`src/rtl/multicycle_control_pkg.sv`:
```
// rtl/multicycle_control_pkg.sv - state encodings, ALUOp codes, opcode patterns and instruction classes
package multicycle_control_pkg;

   typedef enum logic [2:0] {
      ST_FETCH  = 3'd0,
      ST_DECODE = 3'd1,
      ST_EXEC   = 3'd2,
      ST_MEM    = 3'd3,
      ST_WB     = 3'd4,
      ST_TRAP   = 3'd5
   } state_t;

   typedef enum logic [2:0] {
      CLS_RTYPE = 3'd0,
      CLS_LDUR  = 3'd1,
      CLS_STUR  = 3'd2,
      CLS_CBZ   = 3'd3,
      CLS_B     = 3'd4,
      CLS_NONE  = 3'd5
   } instr_class_t;

   localparam logic [1:0] ALUOP_DTYPE  = 2'b00;
   localparam logic [1:0] ALUOP_BRANCH = 2'b01;
   localparam logic [1:0] ALUOP_RTYPE  = 2'b10;

   // instruction[31:21]; '?' bits belong to the immediate field
   localparam logic [10:0] OP_ADD  = 11'b10001011000;
   localparam logic [10:0] OP_SUB  = 11'b11001011000;
   localparam logic [10:0] OP_AND  = 11'b10001010000;
   localparam logic [10:0] OP_ORR  = 11'b10101010000;
   localparam logic [10:0] OP_LDUR = 11'b11111000010;
   localparam logic [10:0] OP_STUR = 11'b11111000000;
   localparam logic [10:0] OP_CBZ  = 11'b10110100???;
   localparam logic [10:0] OP_B    = 11'b000101?????;

endpackage

```
`src/rtl/multicycle_control_if.sv`:
```
// rtl/multicycle_control_if.sv - memory request/ready handshake between control unit and memory
interface multicycle_control_if;
   logic mem_req;
   logic mem_we;
   logic mem_ready;

   modport master (output mem_req, output mem_we, input mem_ready);
   modport slave  (input mem_req, input mem_we, output mem_ready);
endinterface

```
`src/rtl/multicycle_control_instr_classify.sv`:
```
// rtl/multicycle_control_instr_classify.sv - opcode to instruction class and illegal flag
module instr_classify
   import multicycle_control_pkg::*;
(
   input  logic [10:0]  opcode_bits,
   output instr_class_t instr_class,
   output logic         illegal
);

   // wildcard match; '?' opcode bits are immediate bits and never affect the class
   always_comb begin
      instr_class = CLS_NONE;
      illegal     = 1'b0;
      casez (opcode_bits)
         OP_ADD, OP_SUB, OP_AND, OP_ORR: instr_class = CLS_RTYPE;
         OP_LDUR:                        instr_class = CLS_LDUR;
         OP_STUR:                        instr_class = CLS_STUR;
         OP_CBZ:                         instr_class = CLS_CBZ;
         OP_B:                           instr_class = CLS_B;
         default:                        illegal     = 1'b1;
      endcase
   end

endmodule

```
`src/rtl/multicycle_control.sv`:
```
// rtl/multicycle_control.sv - multicycle LEGv8 control FSM; CYCLE_COUNT_EN adds cycle/instruction counters
module multicycle_control
   import multicycle_control_pkg::*;
#(
   parameter int MEM_WAIT_MAX = 15
)(
   input  logic                        clk,
   input  logic                        reset,
   input  logic [10:0]                 opcode_bits,
   input  logic                        zero,
   multicycle_control_if.master        mem,
   output logic                        ir_write,
   output logic                        pc_write,
   output logic                        reg_write,
   output logic                        pc_src,
   output logic                        reg2_loc,
   output logic                        alu_src,
   output logic                        mem_to_reg,
   output logic [1:0]                  alu_op,
   output logic [2:0]                  state,
   output logic                        illegal,
   output logic                        mem_fault
`ifdef CYCLE_COUNT_EN
   ,
   output logic [31:0]                 cycle_count,
   output logic [31:0]                 instr_count
`endif
);

   localparam int             WCW       = $clog2(MEM_WAIT_MAX + 1);
   localparam logic [WCW-1:0] WAIT_LAST = WCW'(MEM_WAIT_MAX - 1);
   localparam logic [WCW-1:0] WAIT_ONE  = WCW'(1);

   state_t         state_q, state_d;
   logic [WCW-1:0] wait_q, wait_d;
   logic           illegal_q, illegal_d;
   logic           fault_q, fault_d;
   logic           req, we;
   instr_class_t   cls;
   logic           cls_illegal;

   instr_classify u_classify (
      .opcode_bits (opcode_bits),
      .instr_class (cls),
      .illegal     (cls_illegal)
   );

   // next state, trap causes and the strobes of the current state
   always_comb begin
      state_d    = state_q;
      wait_d     = '0;
      illegal_d  = illegal_q;
      fault_d    = fault_q;
      req        = 1'b0;
      we         = 1'b0;
      ir_write   = 1'b0;
      pc_write   = 1'b0;
      reg_write  = 1'b0;
      pc_src     = 1'b0;
      reg2_loc   = 1'b0;
      alu_src    = 1'b0;
      mem_to_reg = 1'b0;
      alu_op     = ALUOP_DTYPE;
      case (state_q)
         ST_FETCH: begin
            req = 1'b1;
            if (mem.mem_ready) begin
               ir_write = 1'b1;
               pc_write = 1'b1;
               state_d  = ST_DECODE;
            end
         end
         ST_DECODE: begin
            reg2_loc = (cls == CLS_STUR) || (cls == CLS_CBZ);
            if (cls_illegal) begin
               state_d   = ST_TRAP;
               illegal_d = 1'b1;
            end else begin
               state_d = ST_EXEC;
            end
         end
         ST_EXEC: begin
            case (cls)
               CLS_RTYPE: begin
                  alu_op  = ALUOP_RTYPE;
                  state_d = ST_WB;
               end
               CLS_LDUR, CLS_STUR: begin
                  alu_op  = ALUOP_DTYPE;
                  alu_src = 1'b1;
                  state_d = ST_MEM;
               end
               CLS_CBZ: begin
                  alu_op   = ALUOP_BRANCH;
                  pc_src   = 1'b1;
                  pc_write = zero;
                  state_d  = ST_FETCH;
               end
               CLS_B: begin
                  pc_src   = 1'b1;
                  pc_write = 1'b1;
                  state_d  = ST_FETCH;
               end
               default: begin
                  state_d   = ST_TRAP;
                  illegal_d = 1'b1;
               end
            endcase
         end
         ST_MEM: begin
            req = 1'b1;
            we  = (cls == CLS_STUR);
            if (mem.mem_ready) begin
               state_d = (cls == CLS_STUR) ? ST_FETCH : ST_WB;
            end
         end
         ST_WB: begin
            reg_write  = 1'b1;
            mem_to_reg = (cls == CLS_LDUR);
            state_d    = ST_FETCH;
         end
         ST_TRAP: begin
            state_d = ST_TRAP;
         end
         default: begin
            state_d = ST_FETCH;
         end
      endcase
      // ready wins over the timeout: only a cycle still waiting can be the faulting one
      if (req && !mem.mem_ready) begin
         if (wait_q == WAIT_LAST) begin
            state_d = ST_TRAP;
            fault_d = 1'b1;
         end else begin
            wait_d = wait_q + WAIT_ONE;
         end
      end
      if (reset) begin
         req        = 1'b0;
         we         = 1'b0;
         ir_write   = 1'b0;
         pc_write   = 1'b0;
         reg_write  = 1'b0;
         pc_src     = 1'b0;
         reg2_loc   = 1'b0;
         alu_src    = 1'b0;
         mem_to_reg = 1'b0;
         alu_op     = ALUOP_DTYPE;
      end
   end

   // state, wait counter and sticky trap causes; reset returns to FETCH
   always_ff @(posedge clk) begin
      if (reset) begin
         state_q   <= ST_FETCH;
         wait_q    <= '0;
         illegal_q <= 1'b0;
         fault_q   <= 1'b0;
      end else begin
         state_q   <= state_d;
         wait_q    <= wait_d;
         illegal_q <= illegal_d;
         fault_q   <= fault_d;
      end
   end

   assign mem.mem_req = req;
   assign mem.mem_we  = we;
   assign state       = state_q;
   assign illegal     = illegal_q;
   assign mem_fault   = fault_q;

`ifdef CYCLE_COUNT_EN
   logic [31:0] cycle_q, cycle_d;
   logic [31:0] instr_q, instr_d;

   // an instruction retires when control returns to FETCH from a working state
   always_comb begin
      cycle_d = cycle_q + 32'd1;
      instr_d = instr_q;
      if (state_d == ST_FETCH &&
          (state_q == ST_EXEC || state_q == ST_MEM || state_q == ST_WB)) begin
         instr_d = instr_q + 32'd1;
      end
   end

   // free-running performance counters, wrapping at 2^32
   always_ff @(posedge clk) begin
      if (reset) begin
         cycle_q <= '0;
         instr_q <= '0;
      end else begin
         cycle_q <= cycle_d;
         instr_q <= instr_d;
      end
   end

   assign cycle_count = cycle_q;
   assign instr_count = instr_q;
`endif

endmodule

```
`src/flat_wrapper.sv`:
```
// flat-port wrapper written by rule: the top's interface ports become plain ports
module multicycle_control_flat import multicycle_control_pkg::*;
#(
   parameter int MEM_WAIT_MAX = 15
)
  (clk, reset, opcode_bits, zero, ir_write, pc_write, reg_write, pc_src, reg2_loc, alu_src, mem_to_reg, alu_op, state, illegal, mem_fault, mem_mem_req, mem_mem_we, mem_mem_ready);
  multicycle_control_if mem_i ();
  input  logic clk;
  input  logic reset;
  input  logic [10:0] opcode_bits;
  input  logic zero;
  output logic ir_write;
  output logic pc_write;
  output logic reg_write;
  output logic pc_src;
  output logic reg2_loc;
  output logic alu_src;
  output logic mem_to_reg;
  output logic [1:0] alu_op;
  output logic [2:0] state;
  output logic illegal;
  output logic mem_fault;
  output wire logic [$bits(mem_i.mem_req)-1:0] mem_mem_req;
  output wire logic [$bits(mem_i.mem_we)-1:0] mem_mem_we;
  input wire logic [$bits(mem_i.mem_ready)-1:0] mem_mem_ready;
  assign mem_mem_req = mem_i.mem_req;
  assign mem_mem_we = mem_i.mem_we;
  assign mem_i.mem_ready = mem_mem_ready;
  multicycle_control #(.MEM_WAIT_MAX(MEM_WAIT_MAX)) u_core (.clk(clk), .reset(reset), .opcode_bits(opcode_bits), .zero(zero), .mem(mem_i), .ir_write(ir_write), .pc_write(pc_write), .reg_write(reg_write), .pc_src(pc_src), .reg2_loc(reg2_loc), .alu_src(alu_src), .mem_to_reg(mem_to_reg), .alu_op(alu_op), .state(state), .illegal(illegal), .mem_fault(mem_fault));
endmodule
```
`config.mk`:
```
export PLATFORM = sky130hd
export DESIGN_NAME = multicycle_control_flat
export DESIGN_NICKNAME = d
export VERILOG_FILES = /design/src/rtl/multicycle_control_pkg.sv /design/src/rtl/multicycle_control_if.sv /design/src/rtl/multicycle_control_instr_classify.sv /design/src/rtl/multicycle_control.sv /design/src/flat_wrapper.sv
export SDC_FILE = /design/constraint.sdc
export NUM_CORES = 1
export LEC_CHECK = 0
export ABC_AREA = 1
export CAP_MARGIN = 40
export CORE_ASPECT_RATIO = 0.8
export CORE_MARGIN = 4
export CORE_UTILIZATION = 30
export CTS_CLUSTER_DIAMETER = 100
export DETAILED_ROUTE_END_ITERATION = 12
export MAX_ROUTING_LAYER = met4
export PLACE_DENSITY_LB_ADDON = 0.1
export SETUP_SLACK_MARGIN = 0.05
export SYNTH_ARGS = -nofsm -noshare
export SYNTH_HDL_FRONTEND = slang
export SYNTH_SLANG_ARGS = --single-unit
```
`constraint.sdc`:
```
create_clock -name clk -period 1.5 [get_ports clk]
set_input_delay 0.15 -clock clk [delete_from_list [all_inputs] [get_ports clk]]
set_output_delay 0.15 -clock clk [all_outputs]
set_load 0.1 [all_outputs]
```
==> metrics.md <==
| Metric | Value |
|---|---|
| Via Count | `1,028` |
| Io pins | `31` |
| HPWL Detailed | `1997 um` |
| Wire length per cell | `11.04 um` |
| EDFF count, synth | `0` |
| Rel. slew slack | `0.8230` |
| Hold path start | `u_core.wait_q[0]` |
| Post-synth ARST share | `0` |
| Pwr/cell area | `635.4 nW/um^2` |
| Cells after synthesis | `128` |
| Area share of the largest cell type after synthesis | `0.2271` |
| CP startpoint kind | `flop` |
| H-tree levels | `1` |
| CP Max Fanout | `4` |
| Worst setup margin | `-0.1466 ns` |
| Syn nets | `145` |
| Largest net degree at the start of global routing | `10` |
| Num rows | `16` |
| R2r setup slk | `0.17 ns` |
| Total routed wirelength | `2451 um` |
| Failing checks | `setup timing` |
| CTS tree | `built` |
| CTS Sinks | `9` |
| Seq/Total Area, Yosys | `0.2271` |
| Final nets | `204` |
| CP Capture Point | `pc_write` |
| Clock slew at reported path FFs | `0.06 ns` |
| Fin crit share | `1.098` |
| Layout cells sized above 1 | `0.5108` |
| Worst path required time | `1.35 ns` |
| Final ANT Viol Nets | `0` |
| FF-to-FF Start | `u_core.state[1]` |
| Slew @ Worst Pin | `0.2635 ns` |
| Ys flop type | `dfxtp_1` |
| Diodes inserted | `0` |
| Core ar. | `2482 sq um` |
| Reg-to-Reg End | `u_core.state[1]` |
| Worst Setup SP | `u_core.state[1]` |
| Clock latency at the later pin of the worst-skew pair | `0.26 ns` |
| Slew Viols, Final | `0` |
| Cell taking the most area after synthesis | `dfxtp_1` |
| Number of port buffers | `30` |
| GRT overflow | `0` |
| Via density | `4.631` |
| Die width | `65.49 um` |
| Clock Path Buffers | `2` |
| RD Place Congestion | `0.8287` |
| Achievable frequency | `0.6073 GHz` |
| Status | `complete, but fails checks` |
| Worst R2R Path Depth | `9` |
| Die Area | `3536 sq um` |
| VDD IR max | `447.2 uV` |
| Synth cell types | `27` |
| DR pass1 iterations | `4` |
| Leakage dissipation | `0.7357 nW` |
| HP Class | `flop to flop` |
| CP Capture Type | `output port` |
| Final instance area | `1677 sq um` |
| Max-Cap Viols | `0` |
| Initial Util | `0.3196` |
| Top cells by area, synth | `dfxtp_1 23%, nor2_1 12%, nand2_1 11%` |
| Die height | `54.00 um` |
| Clk_skew | `0.002339 ns` |
| Fin crit period | `1.647 ns` |
| Yosys reg bits | `9` |
| Syn avg cell area | `6.197 sq um` |
| RSZ-0062 raised after global routing | `true` |
| Initial antenna violation count | `0` |
| Most frequent cells in the layout | `25 x buf_4, 22 x nand2_1, 16 x buf_12` |
| Fin. Hold Viols | `0` |
| Post-route DRC | `0` |
| Gr usage total | `0.1528` |
| First-pass GRT wire length | `4140 um` |
| Most common cell after layout, fill and taps aside | `buf_4` |
| CP Data Arrival Time | `1.50 ns` |
| Clock root buffer | `clkbuf_4` |
| Vias in the first global route | `969` |
| Layout area overhead | `111.4%` |
| # hold bufs at CTS | `0` |
| Tot Pwr | `0.001065 W` |
| # setup viols final | `9` |
| Netlist Area Pre-Place | `793.3 sq um` |
| Type of the worst setup path | `flop to output port` |
| Number of DRC markers in iteration 0 | `33` |
| YS warnings | `0` |
| Placement Cell Area | `1535 sq um` |
| CTS Buf Count | `3` |
power breakdown:
part | switching [W] | internal, W | total [W] | leakage [nW]
clock network | 0.0000819 | 0.000102 | 0.000184 | 0.0150
registers | 0.0000412 | 0.000259 | 0.000300 | 0.0754
logic | 0.000371 | 0.000210 | 0.000581 | 0.645
synthesized netlist by cell type (3+ instances only):
library cell,number
nor3_2,4
nand2_1,23
o21ai_0,3
nand3_2,3
nand3_1,9
a21oi_1,4
dfxtp_1,9
inv_2,6
nor2_1,25
inv_1,16
nand2_2,3
stage by stage:
step           setup slack (ns)  utilization  instances  setup TNS (ns)  hold WS, ns
5_1_grt                 -0.2330       0.6754        222          -1.966       0.5124
3_5_place_dp            -0.3478       0.6184        208          -2.907       0.4556
4_1_cts                 -0.1866       0.6532        218          -1.170       0.4818
2_1_floorplan           -0.5713            -        128          -4.046       0.3272
3_3_place_gp            -0.3332       0.6184        208          -2.657       0.4424
6_report                -0.1466       0.6754        222         -0.9960       0.4800
logic make-up after synthesis:
family | share of synthesized area
simple gates | 0.4953
buf+inv | 0.1278
compound gates | 0.09622
flops | 0.2271
xor+xnor | 0.02209
fa+ha+maj | 0.03154
final cells by class:
| class | count | area (sq um) |
|---|---|---|
| tap | 36 | 45.04 |
| fill | 223 | 805.8 |
| inverter | 22 | 91.34 |
| sequential | 9 | 191.4 |
| timing repair buffer | 56 | 646.9 |
| clock buffer | 4 | 26.28 |
| multi-input combinational | 95 | 675.6 |
how the worst min path moves through the flow:
| stage | endpoint | slack, ns | depth (start not counted) |
|---|---|---|---|
| after floorplan | u_core.wait_q[1] | 0.33 | 3 |
| after global placement | u_core.wait_q[0] | 0.44 | 1 |
| after detailed placement | u_core.wait_q[0] | 0.46 | 1 |
| after CTS | u_core.wait_q[0] | 0.48 | 1 |
| after global routing | u_core.wait_q[0] | 0.51 | 1 |
| final | u_core.wait_q[0] | 0.48 | 1 |
metal layers:
layer	wire length, um	track usage
met3	115	0.03132
met5	0	-
met1	1236	0.2027
met2	1100	0.2471
met4	0	0.02069
critical path, cell delays in order (launching register included):
cell and delay [ns]:
dfxtp_4 0.38, inv_4 0.05, nor3_4 0.24, nand2_4 0.10
nor2_4 0.11, o21ai_2 0.08, o21ai_4 0.08, buf_12 0.19
state kept, by name, indices dropped and copies added (netlist names):
signal	flops
u_core.state	3
u_core.illegal	1
u_core.wait_q	4
u_core.mem_fault	1
timing repair:
item                                   CTS  global route
resized for setup                       22             7
endpoints found under the hold margin    0             0
setup endpoints to repair               13            13
setup buffers                            6             4
pin swaps                                9             7
(Power assumes the default switching activity.)
